===== src/rtl/instruction_fetch.sv =====
`default_nettype none
// ============================================================================
// Module      : instruction_fetch
// Description : Instruction fetch unit. Accepts fetch addresses from the PC,
//               issues at most one outstanding read to instruction memory and
//               buffers returned words (or fault entries) in a small FIFO that
//               feeds decode. Supports branch-redirect flush with discard of
//               any in-flight response.
// Ports       : clk, reset         - clock, synchronous active-high reset
//               pc_in/pc_valid/pc_ready        - fetch address handshake
//               imem_req/imem_addr             - memory read request
//               imem_rvalid/imem_rdata         - memory read response
//               instr_valid/instr_ready        - decode handshake
//               instr_out/instr_pc/instr_fault - queue head contents
//               flush              - discard queued and in-flight fetches
// Revision    : 1.0 - initial release
// ============================================================================
module instruction_fetch #(
  parameter int QDEPTH     = 2,
  parameter int IMEM_BYTES = 16
) (
  input  logic        clk,
  input  logic        reset,
  input  logic [63:0] pc_in,
  input  logic        pc_valid,
  output logic        pc_ready,
  output logic        imem_req,
  output logic [63:0] imem_addr,
  input  logic        imem_rvalid,
  input  logic [31:0] imem_rdata,
  output logic        instr_valid,
  input  logic        instr_ready,
  output logic [31:0] instr_out,
  output logic [63:0] instr_pc,
  output logic        instr_fault,
  input  logic        flush
);

  localparam int CW = $clog2(QDEPTH + 1);
  localparam int PW = (QDEPTH > 1) ? $clog2(QDEPTH) : 1;

  localparam logic [CW:0]   c_qdepth     = (CW + 1)'(QDEPTH);
  localparam logic [PW-1:0] c_last_ptr   = PW'(QDEPTH - 1);
  localparam logic [63:0]   c_imem_limit = 64'(IMEM_BYTES);
  localparam logic [31:0]   c_nop        = 32'h0000_0013;

  typedef enum logic [1:0] {
    IDLE     = 2'd0,
    WAIT_RSP = 2'd1,
    DRAIN    = 2'd2
  } state_e;

  // Control state
  state_e        state_q,  state_d;
  logic [CW-1:0] count_q,  count_d;
  logic [PW-1:0] wptr_q,   wptr_d;
  logic [PW-1:0] rptr_q,   rptr_d;
  logic          pending_q, pending_d;
  logic [63:0]   req_pc_q, req_pc_d;

  // Queue storage (contents are only observed when count_q != 0)
  logic [63:0] pc_mem_q  [QDEPTH];
  logic [31:0] ins_mem_q [QDEPTH];
  logic        flt_mem_q [QDEPTH];

  logic [CW:0] used;
  logic        accept;
  logic        addr_ok;
  logic        rsp_take;
  logic        enq;
  logic        deq;
  logic [63:0] enq_pc;
  logic [31:0] enq_ins;
  logic        enq_flt;

  function automatic logic [PW-1:0] ptr_inc(input logic [PW-1:0] p);
    return (p == c_last_ptr) ? '0 : p + 1'b1;
  endfunction

  // Handshake and enqueue decode
  always_comb begin
    // The outstanding request already owns a slot, so a response can always land.
    used      = {1'b0, count_q} + (CW + 1)'(pending_q);
    pc_ready  = (state_q == IDLE) && (used < c_qdepth) && !flush && !reset;
    accept    = pc_valid && pc_ready;
    addr_ok   = (pc_in[1:0] == 2'b00) && (pc_in < c_imem_limit);
    imem_req  = accept && addr_ok;
    imem_addr = pc_in;

    // A response arriving with flush is dropped.
    rsp_take  = (state_q == WAIT_RSP) && imem_rvalid && !flush;
    enq       = (accept && !addr_ok) || rsp_take;
    enq_pc    = rsp_take ? req_pc_q   : pc_in;
    enq_ins   = rsp_take ? imem_rdata : c_nop;
    enq_flt   = !rsp_take;
    deq       = instr_ready && (count_q != '0);
  end

  // Next-state logic
  always_comb begin
    state_d   = state_q;
    pending_d = pending_q;
    req_pc_d  = req_pc_q;
    count_d   = count_q;
    wptr_d    = wptr_q;
    rptr_d    = rptr_q;

    case (state_q)
      IDLE: begin
        if (imem_req) begin
          state_d   = WAIT_RSP;
          pending_d = 1'b1;
          req_pc_d  = pc_in;
        end
      end
      WAIT_RSP: begin
        if (imem_rvalid) begin
          state_d   = IDLE;
          pending_d = 1'b0;
        end else if (flush) begin
          // Response still owed by memory; swallow it before fetching again.
          state_d   = DRAIN;
          pending_d = 1'b0;
        end
      end
      DRAIN: begin
        if (imem_rvalid) begin
          state_d = IDLE;
        end
      end
      default: begin
        state_d   = IDLE;
        pending_d = 1'b0;
      end
    endcase

    if (flush) begin
      count_d = '0;
      wptr_d  = '0;
      rptr_d  = '0;
    end else begin
      if (enq) begin
        wptr_d = ptr_inc(wptr_q);
      end
      if (deq) begin
        rptr_d = ptr_inc(rptr_q);
      end
      case ({enq, deq})
        2'b10:   count_d = count_q + 1'b1;
        2'b01:   count_d = count_q - 1'b1;
        default: count_d = count_q;
      endcase
    end
  end

  always_ff @(posedge clk) begin
    if (reset) begin
      state_q   <= IDLE;
      pending_q <= 1'b0;
      req_pc_q  <= '0;
      count_q   <= '0;
      wptr_q    <= '0;
      rptr_q    <= '0;
    end else begin
      state_q   <= state_d;
      pending_q <= pending_d;
      req_pc_q  <= req_pc_d;
      count_q   <= count_d;
      wptr_q    <= wptr_d;
      rptr_q    <= rptr_d;
    end
  end

  always_ff @(posedge clk) begin
    if (!reset && !flush && enq) begin
      pc_mem_q[wptr_q]  <= enq_pc;
      ins_mem_q[wptr_q] <= enq_ins;
      flt_mem_q[wptr_q] <= enq_flt;
    end
  end

  // Head outputs are forced to zero when the queue is empty.
  always_comb begin
    instr_valid = (count_q != '0);
    instr_out   = instr_valid ? ins_mem_q[rptr_q] : '0;
    instr_pc    = instr_valid ? pc_mem_q[rptr_q]  : '0;
    instr_fault = instr_valid ? flt_mem_q[rptr_q] : 1'b0;
  end

endmodule
`default_nettype wire


===== config.mk =====
export PLATFORM = sky130hd
export DESIGN_NAME = instruction_fetch
export DESIGN_NICKNAME = d
export VERILOG_FILES = /design/src/rtl/instruction_fetch.sv
export SDC_FILE = /design/constraint.sdc
export NUM_CORES = 1
export LEC_CHECK = 0
export CAP_MARGIN = 20
export CORE_MARGIN = 2
export CORE_UTILIZATION = 35
export DETAILED_ROUTE_END_ITERATION = 6
export PLACE_DENSITY = 0.6
export SYNTH_ARGS = -nofsm -noshare
export SYNTH_HDL_FRONTEND = slang
export SYNTH_SLANG_ARGS = --single-unit

===== constraint.sdc =====
create_clock -name clk -period 6.23 [get_ports clk]
set_input_delay 0.623 -clock clk [delete_from_list [all_inputs] [get_ports clk]]
set_output_delay 0.623 -clock clk [all_outputs]
set_load 0.02 [all_outputs]

======== After elaboration in Yosys (flattened, before gate mapping) ========
Memories as Yosys holds them, arrays and structs flattened. A register that Yosys moved wholly into a read port is not among the register bits.
Index checks and enable logic that the tools add are counted.
storage, ports and cells
  bits in registers ....................... 71
  RAM bits ................................ 194
  input port bits ......................... 102
  output and inout bits ................... 164
  word-level logic and storage cells ...... 74
  memories kept ........................... 3
operators by class
  add/sub/neg operators ................... 5
  order comparisons ....................... 2
  eq/ne operators ......................... 7
  multiplexer cells ....................... 25
  bitwise gates (word level) .............. 1
  reduce and logical (&&, ||, !) cells .... 25
memory list
  memory     depth  width  read ports  clocked after memory_dff  wr ports  RTL line  text
  pc_mem_q   2      64     1           1                         1         62        logic [63:0] pc_mem_q [QDEPTH];
  ins_mem_q  2      32     1           1                         1         63        logic [31:0] ins_mem_q [QDEPTH];
  flt_mem_q  2      1      1           1                         1         64        logic flt_mem_q [QDEPTH];
operators by type and width
  operator                                              number
  2-to-1 mux 64 bit                                     2
  < comparator 64 x 5 -> 1 bit (second input constant)  1
  2-to-1 mux 32 bit                                     2
  2-to-1 mux 1 bit                                      14
  logical AND 1 bit                                     12
  2-to-1 mux 2 bit                                      4
  one-hot mux 2 bit (3 select lines)                    1
  AND reduction 3 bit                                   2
  == test 2 x 1 -> 1 bit (second input constant)        2
  == test 2 bit (second input constant)                 2
  logical NOT 1 bit                                     4
  logical NOT 2 bit                                     2
  inequality test 2 bit (second input constant)         2
  one-hot mux 2 bit (2 select lines)                    1
  nonzero test 2 bit                                    2
  adder 2 x 1 -> 3 bit                                  1
  < comparator 3 x 2 -> 1 bit (second input constant)   1
  inequality test 3 bit (second input constant)         1
  one-hot mux 1 bit (3 select lines)                    1
  adder 1 bit (second input constant)                   2
  adder 2 x 1 -> 2 bit (second input constant)          1
  AND reduction 2 bit                                   1
  OR reduction 2 bit                                    1
  subtractor 2 x 1 -> 2 bit (second input constant)     1
  2 further kinds                                       2

======== Depth between registers and ports, before layout ========
Gate-level depths: netlist of run 1.
  depth in word-level cells ............... 11
  gate-level depth with buffers ........... 9

======== Least setup slack after synthesis of run 1 ========
OpenSTA, ideal clock, no wires.
  path kind ............................... input -> register
  start ................................... input flush
  end ..................................... memory flt_mem_q[0] (enable)
  library setup time ...................... 0.554 ns
  data arrival time ....................... 5.501 ns
  required time ........................... 5.676 ns
  path slack .............................. 0.175 ns
  stages .................................. 6
  path buffers ............................ 2
  path through ............................ nor2_1 and3_1 clkbuf_1 clkbuf_1 a21oi_2 nor2_1
between the ends
  word-level cells in the longest chain between the ends .. 9
  elaborated cells between the ends (all ways) .. 11
ends and longest elaborated chain
  item                                        RTL line     text
  start: declaration                          36           input logic flush
  logical NOT 1 bit (*)                       84, 91, 175
  logical AND 1 bit (2 in series)             84           pc_ready = (state_q == IDLE) && (used < c_qdepth) && !flush && !reset;
  logical AND 1 bit                           85           accept = pc_valid && pc_ready;
  logical AND 1 bit                           92           enq = (accept && !addr_ok) || rsp_take;
  logical OR 1 bit                            92
  logical AND 1 bit (*)                       175          if (!reset && !flush && enq) begin
  2-to-1 mux 1 bit (*)                        175
  2-to-1 mux 1 bit (not written as such) (*)  178          flt_mem_q[wptr_q] <= enq_flt;
  end: declaration                            64
Every way passes the cells marked *; elsewhere a longest branch is shown, timed or not.

======== Worst setup path in the final report of run 1 ========
  start ................................... input pc_in[61]
  end ..................................... output imem_req
between the ends
  word-level cells in the longest chain between the ends .. 3
ends and longest elaborated chain
  item                          RTL line  text
  start: declaration            24        input logic [63:0] pc_in,
  < comparator 64 x 5 -> 1 bit  86        addr_ok = (pc_in[1:0] == 2'b00) && (pc_in < c_imem_limit);
  logical AND 1 bit             86
  logical AND 1 bit             87        imem_req = accept && addr_ok;
  end: declaration              27        output logic imem_req,
No other way between the ends.

==> metrics.md, run 1 <==
| Metric | Value |
|---|---|
| Initial DRT Pass Iterations | `4` |
| Setup tns final | `0 ns` |
| Leak | `0.00504 uW` |
| Drt first-iter violations | `345` |
| CP cell instances | `clkdlybuf4s50_1 -> nor4_1 -> nand4_1 -> or4_1 -> nor2_1 -> clkdlybuf4s50_1` |
| Yosys reg bits | `266` |
| Worst Skew | `0.0194 ns` |
| Slew Limit Headroom | `44.5%` |
| Util after Layout | `46.7%` |
| Antenna violations before repair | `1` |
| Die W | `182 um` |
| Max-cap check violation count | `0` |
| # rows | `65` |
| Hold-fix buffers, CTS | `0` |
| RSZ-0062 raised after global routing | `no` |
| Post-Syn Area per Cell | `11.9 um^2` |
| # DRC | `0` |
| Largest net degree at the start of global routing | `70` |
| Clock Pin Slew Worst Setup and Hold Paths | `0.06 ns` |
| Starting Density | `35.3%` |
| Async SR Flop Fraction | `0%` |
| Distinct cells, synth | `33` |
| Register area | `7270 um^2` |
| Global Route Usage Sum | `15.4%` |
| Worst Max-Slew Pin Slew | `0.825 ns` |
| CP required | `5.61 ns` |
| Fillers | `2,827` |
| Final Max Slew Viols | `0` |
| Pwr Total | `3940 uW` |
| Drt wl/cell | `16.6 um` |
| Max VDD drop | `0.188 mV` |
| Clock root buffer | `clkbuf_16` |
| CP dominant cell by count | `clkdlybuf4s50_1` |
| Arr. time, crit path | `3.63 ns` |
| Grt ovf | `0` |
| Ys flop type | `edfxtp_1` |
| Final setup fails | `0` |
| Total Nets Final | `1,227` |
| Port-buffer cells | `265` |
| Post_cts resized | `0` |
| First-pass GRT wire length | `39.5 mm` |
| Post-DP HPWL | `16.7 mm` |
| HP Class | `reg -> reg` |
| Routed wire length | `25.7 mm` |
| Setup CP Type | `in -> out` |
| Share of cells above drive strength 1 | `5.84%` |
| Crit. End Element | `primary output` |
| Die H | `182 um` |
| Status | `complete, no violations` |
| Worst setup SP type | `input pin` |
| Worst Path Buf+Inv | `2` |
| Routability Congestion | `0.731` |
| Setup bufs post-CTS | `0` |
| Antenna diodes | `0` |
| Post-synth EDFFs | `194` |
| Period utilization | `68.3%` |
| Power Density | `269 nW/um^2` |
| Syn-to-layout area delta | `32.2%` |
| Synth Warn # | `0` |
| Slowest stage delay, CP | `0.75 ns` |
| Crit path max-delay family | `simple AND/OR/NAND/NOR gates` |
| Clock Path Buffers | `3` |
| Syn Inst Count | `928` |
| Post-synthesis sequential area ratio | `65.8%` |
| Via count | `7,106` |
| Max Fclk | `235 MHz` |
| Number of CTS-inserted buffers | `29` |
| Cell Area, Synth | `11,100 um^2` |
| Ports | `266` |
| Area of the multi-input gates | `3100 um^2` |
| Post-Syn Nets | `1,031` |
| Core area | `31,300 um^2` |
| Number of global-route vias before repair | `6,946` |
| Final Critical Period | `4.25 ns` |
| H-tree Lvls | `1` |
| Clock sinks | `266` |
| Slowest cell on crit path | `nor4_1` |
| Antenna viol nets, final | `0` |
| Die ar. | `33,000 um^2` |
| Worst-path fanout max | `4` |
| Clk_lat worst skew | `0.55 ns` |
| DR vias/cell | `4.59` |
| Final Hold Fails | `0` |
| CTS tree | `yes` |
layer usage:
layer	GRT usage, %	wire length [um]	part of all wire [%]	vias up
li1	-	-	-	3495
met4	3.74	451	1.8	2
met2	26.2	12400	48	180
met3	3.03	1340	5.2	36
met1	20.2	11500	45	3393
met5	0	13	0.051	-
power breakdown:
group	switching [uW]	leakage (uW)	total, uW	internal, uW
sequential	3.63	0.00223	1900	1900
clock	679	0.000484	1760	1080
combinational	137	0.00232	274	137
flip-flops by register name, indices dropped and copies added (netlist names), named ones only:
signal,flops
pc_mem_q,128
ins_mem_q,64
req_pc_q,64
count_q,2
flt_mem_q,2
state_q,2
pending_q,1
rptr_q,1
wptr_q,1
worst register-to-register path: stages, from the launching register on:
cell and delay [ns]:
dfxtp_1 0.37, a21oi_1 0.17, nand4_1 0.28, inv_2 0.24, a21oi_2 0.14, nor2_4 0.12
buf_4 0.52, buf_4 0.73
layout make-up:
class	instances	area share, %
multi-input combinational	549	21.2
clock inverter	17	1.34
timing repair buffer	275	18.7
tap	402	3.44
clock buffer	37	5.52
sequential	266	49.8
inverter	3	0.0771
cell usage in the layout (no fill, tap or decap), types with 3 or more instances in the layout:
cell	instances
bufinv_16	4
nand2b_1	3
nand3_1	3
a21oi_1	5
nor3_1	3
buf_4	10
mux2i_1	98
clkbuf_8	3
or3_1	3
nor4_1	15
clkdlybuf4s50_1	265
nand4_1	5
clkbuf_16	30
dfxtp_1	71
nand2_1	194
clkinv_2	4
nor2_1	107
nor2_4	3
clkinv_1	4
clkinvlp_4	3
edfxtp_1	194
inv_2	3
and2_1	92
clkbuf_1	4
synth_stat cells, drive strengths merged (5+ instances only):
cell	instances	area (um^2)
edfxtp	194	5830
nand2	194	728
nor2	110	413
mux2i	98	981
and2	92	576
buf	82	598
dfxtp	72	1440
clkbuf	28	105
nor4	16	115
a21oi	7	50.1
nand4	5	31.3
worst paths after layout:
path,from,end,slack (ns),cells after the start
worst max-delay path,pc_in[61],imem_req,1.98,6
worst min-delay path,req_pc_q[40],req_pc_q[40],0.46,1
worst max register to register,count_q[0],pc_mem_q[0][26],3.16,7
worst min register to register,req_pc_q[40],req_pc_q[40],0.46,1
per-stage QoR:
stage	cell area (um^2)	hold WS (ns)	cells	setup slack (ns)
floorplan	11100	0.430	928	0.175
global placement	13600	0.442	1495	1.71
detailed placement	13600	0.443	1495	1.72
CTS	14600	0.461	1549	1.92
global route	14600	0.469	1549	1.90
finish	14600	0.458	1549	1.98
logic make-up (layout without fill, tap and decap cells):
logic type / count (synthesis) / in the layout / share of synthesized area (%)
mux: 98 / 98 / 8.88
flops: 266 / 266 / 65.8
xor+xnor: 3 / 3 / 0.238
simple gates: 435 / 435 / 17.8
compound gates: 12 / 12 / 0.736
fa+ha+maj: 1 / 1 / 0.113
buf+inv: 113 / 332 / 6.46
Power figures use the tool's default switching activity.
==> run 2: changes to the inputs <==
- clock period: 6.23 -> 3.75 ns (I/O delays scaled with it)
==> run 2 against run 1 <==
Sequential share of layout area decreased by 0.65 points; clock-buffer cell count increased by 5; design area increased by 1.3%; highest routed layer is now met4; global-route usage decreased by 0.099 points.
==> metrics.md, run 2 (synthesis results as in run 1) <==
| Metric | Value |
|---|---|
| R2R Path Start | `count_q[0]` |
| Initial DRT Pass Iterations | `6` |
| Die ar. | `33,000 um^2` |
| Final Max Slew Viols | `0` |
| Most frequent cells in the layout | `265 x clkdlybuf4s50_1, 194 x nand2_1, 194 x edfxtp_1` |
| Reg2reg setup slack | `1.54 ns` |
| Antenna violations before repair | `0` |
| Crit. End Element | `primary output` |
| Worst Max-Slew Pin Slew | `0.644 ns` |
| Worst Path Buf+Inv | `3` |
| Clock Path Buffers | `3` |
| Die W | `182 um` |
| Clock root buffer | `clkbuf_16` |
| Min Hold Slack | `0.457 ns` |
| Slew Limit Headroom | `56.7%` |
| H-tree Lvls | `1` |
| # DRC | `0` |
| Drt wl/cell | `16.3 um` |
| Leading cell type in the layout, fill and taps excluded | `clkdlybuf4s50_1` |
| Antenna viol nets, final | `0` |
| Final Critical Period | `3.46 ns` |
| Worst R2R End | `count_q[1]` |
| R2r worst-path depth | `7` |
| Design area | `14,800 um^2` |
| Largest register FFs | `128` |
| Final Hold Fails | `0` |
| CTS tree | `yes` |
| Pre-CTS setup slack | `0.120 ns` |
| Clk_lat worst skew | `0.53 ns` |
| Final setup fails | `0` |
| Share of cells above drive strength 1 | `7.22%` |
| Ports | `266` |
| Biggest register | `pc_mem_q` |
| Hold depth | `1` |
| Max VDD drop | `0.298 mV` |
| Max Fclk | `289 MHz` |
| CP dominant cell by count | `clkdlybuf4s50_1` |
| Final Instance Count excl. Fillers | `1,565` |
| Number of global-route vias before repair | `7,237` |
| Setup CP Type | `in -> out` |
| Port-buffer cells | `265` |
| Fillers | `2,851` |
| Status | `complete, no violations` |
| Post_cts resized | `0` |
| Worst-path fanout max | `3` |
| CP required | `3.38 ns` |
| CP cell instances | `clkdlybuf4s50_1 -> nor4_1 -> buf_4 -> nand4_1 -> or4_1 -> nor2_1 -> clkdlybuf4s50_1` |
| Core area | `31,300 um^2` |
| Leak | `0.00514 uW` |
| Max-cap check violation count | `0` |
| Routed wire length | `25.5 mm` |
| Clock sinks | `266` |
| Routability Congestion | `0.770` |
| HP Class | `reg -> reg` |
| Worst setup SP type | `input pin` |
| Largest net degree at the start of global routing | `63` |
| Syn-to-layout area delta | `34.0%` |
| Dpl cells | `1,513` |
| Global Route Usage Sum | `15.3%` |
| DR vias/cell | `4.57` |
| Power Density | `434 nW/um^2` |
| Via count | `7,152` |
| Post-place instance area | `13,800 um^2` |
| Die H | `182 um` |
| Largest regs | `pc_mem_q (128), ins_mem_q (64), req_pc_q (64)` |
| Number of CTS-inserted buffers | `28` |
| Util after Layout | `47.3%` |
| RSZ-0062 raised after global routing | `no` |
| Drt first-iter violations | `347` |
| Total Nets Final | `1,244` |
| Slowest stage delay, CP | `0.66 ns` |
| Setup bufs post-CTS | `0` |
| Post-DP HPWL | `16.8 mm` |
| First-pass GRT wire length | `39.6 mm` |
| Period utilization | `92.2%` |
| Grt ovf | `0` |
| Starting Density | `35.3%` |
| Hold Path End | `req_pc_q[40]` |
| # rows | `65` |
| Worst Skew | `0.00929 ns` |
| Clock Pin Slew Worst Setup and Hold Paths | `0.06 ns` |
| Hold-fix buffers, CTS | `0` |
| Crit path max-delay family | `simple AND/OR/NAND/NOR gates` |
| Hold wc startpoint | `req_pc_q[40]` |
| Antenna diodes | `0` |
| Slowest cell on crit path | `or4_1` |
| Worst setup margin | `0.294 ns` |
| Arr. time, crit path | `3.08 ns` |
run 2: layout make-up:
| class | count | area [um^2] | share of cell area (%) |
|---|---|---|---|
| Tap cell | 402 | 503 | 3.40 |
| Multi-Input combinational cell | 549 | 3100 | 20.9 |
| Clock inverter | 10 | 106 | 0.718 |
| Timing Repair Buffer | 293 | 2960 | 20.0 |
| Sequential cell | 266 | 7270 | 49.1 |
| Clock buffer | 42 | 855 | 5.77 |
| Inverter | 3 | 11.3 | 0.0761 |
run 2: how the worst max path moves through the flow:
stage / from / end / slack, ns / cells past startpoint
floorplan: flush / flt_mem_q[0] / -0.44 / 6
global placement: pc_in[19] / count_q[1] / 0.18 / 10
detailed placement: pc_in[61] / count_q[1] / 0.12 / 10
CTS: pc_in[61] / imem_req / 0.16 / 7
global route: pc_in[61] / imem_req / 0.10 / 7
finish: pc_in[61] / imem_req / 0.29 / 7
run 2: metal layers:
layer	vias to the layer above	GRT usage [%]	share of wire (%)
met2	187	26.5	49
met5	-	0	0
met3	43	2.59	4.4
met1	3394	19.6	44
met4	0	4.62	2.6
li1	3528	-	-
run 2: power breakdown:
part           total (uW)  internal (uW)  switching [uW]  leakage [uW]
logic                 462            233             228       0.00244
clock network        2800           1710            1100      0.000474
registers            3160           3160            5.18       0.00223
run 2: metrics by stage:
stage	TNS, ns	power, uW
after floorplan	-84.52	3450
after global placement	0	3690
after detailed placement	0	3690
after CTS	0	6510
after global routing	0	6650
final	0	6420
run 2: worst register-to-register path, stage by stage, from the launching register on:
cell     delay [ns]
dfxtp_1        0.38
nor2_4         0.13
buf_4          0.50
inv_2          0.06
and2_1         0.23
ha_1           0.33
or3_1          0.37
a21oi_1        0.14
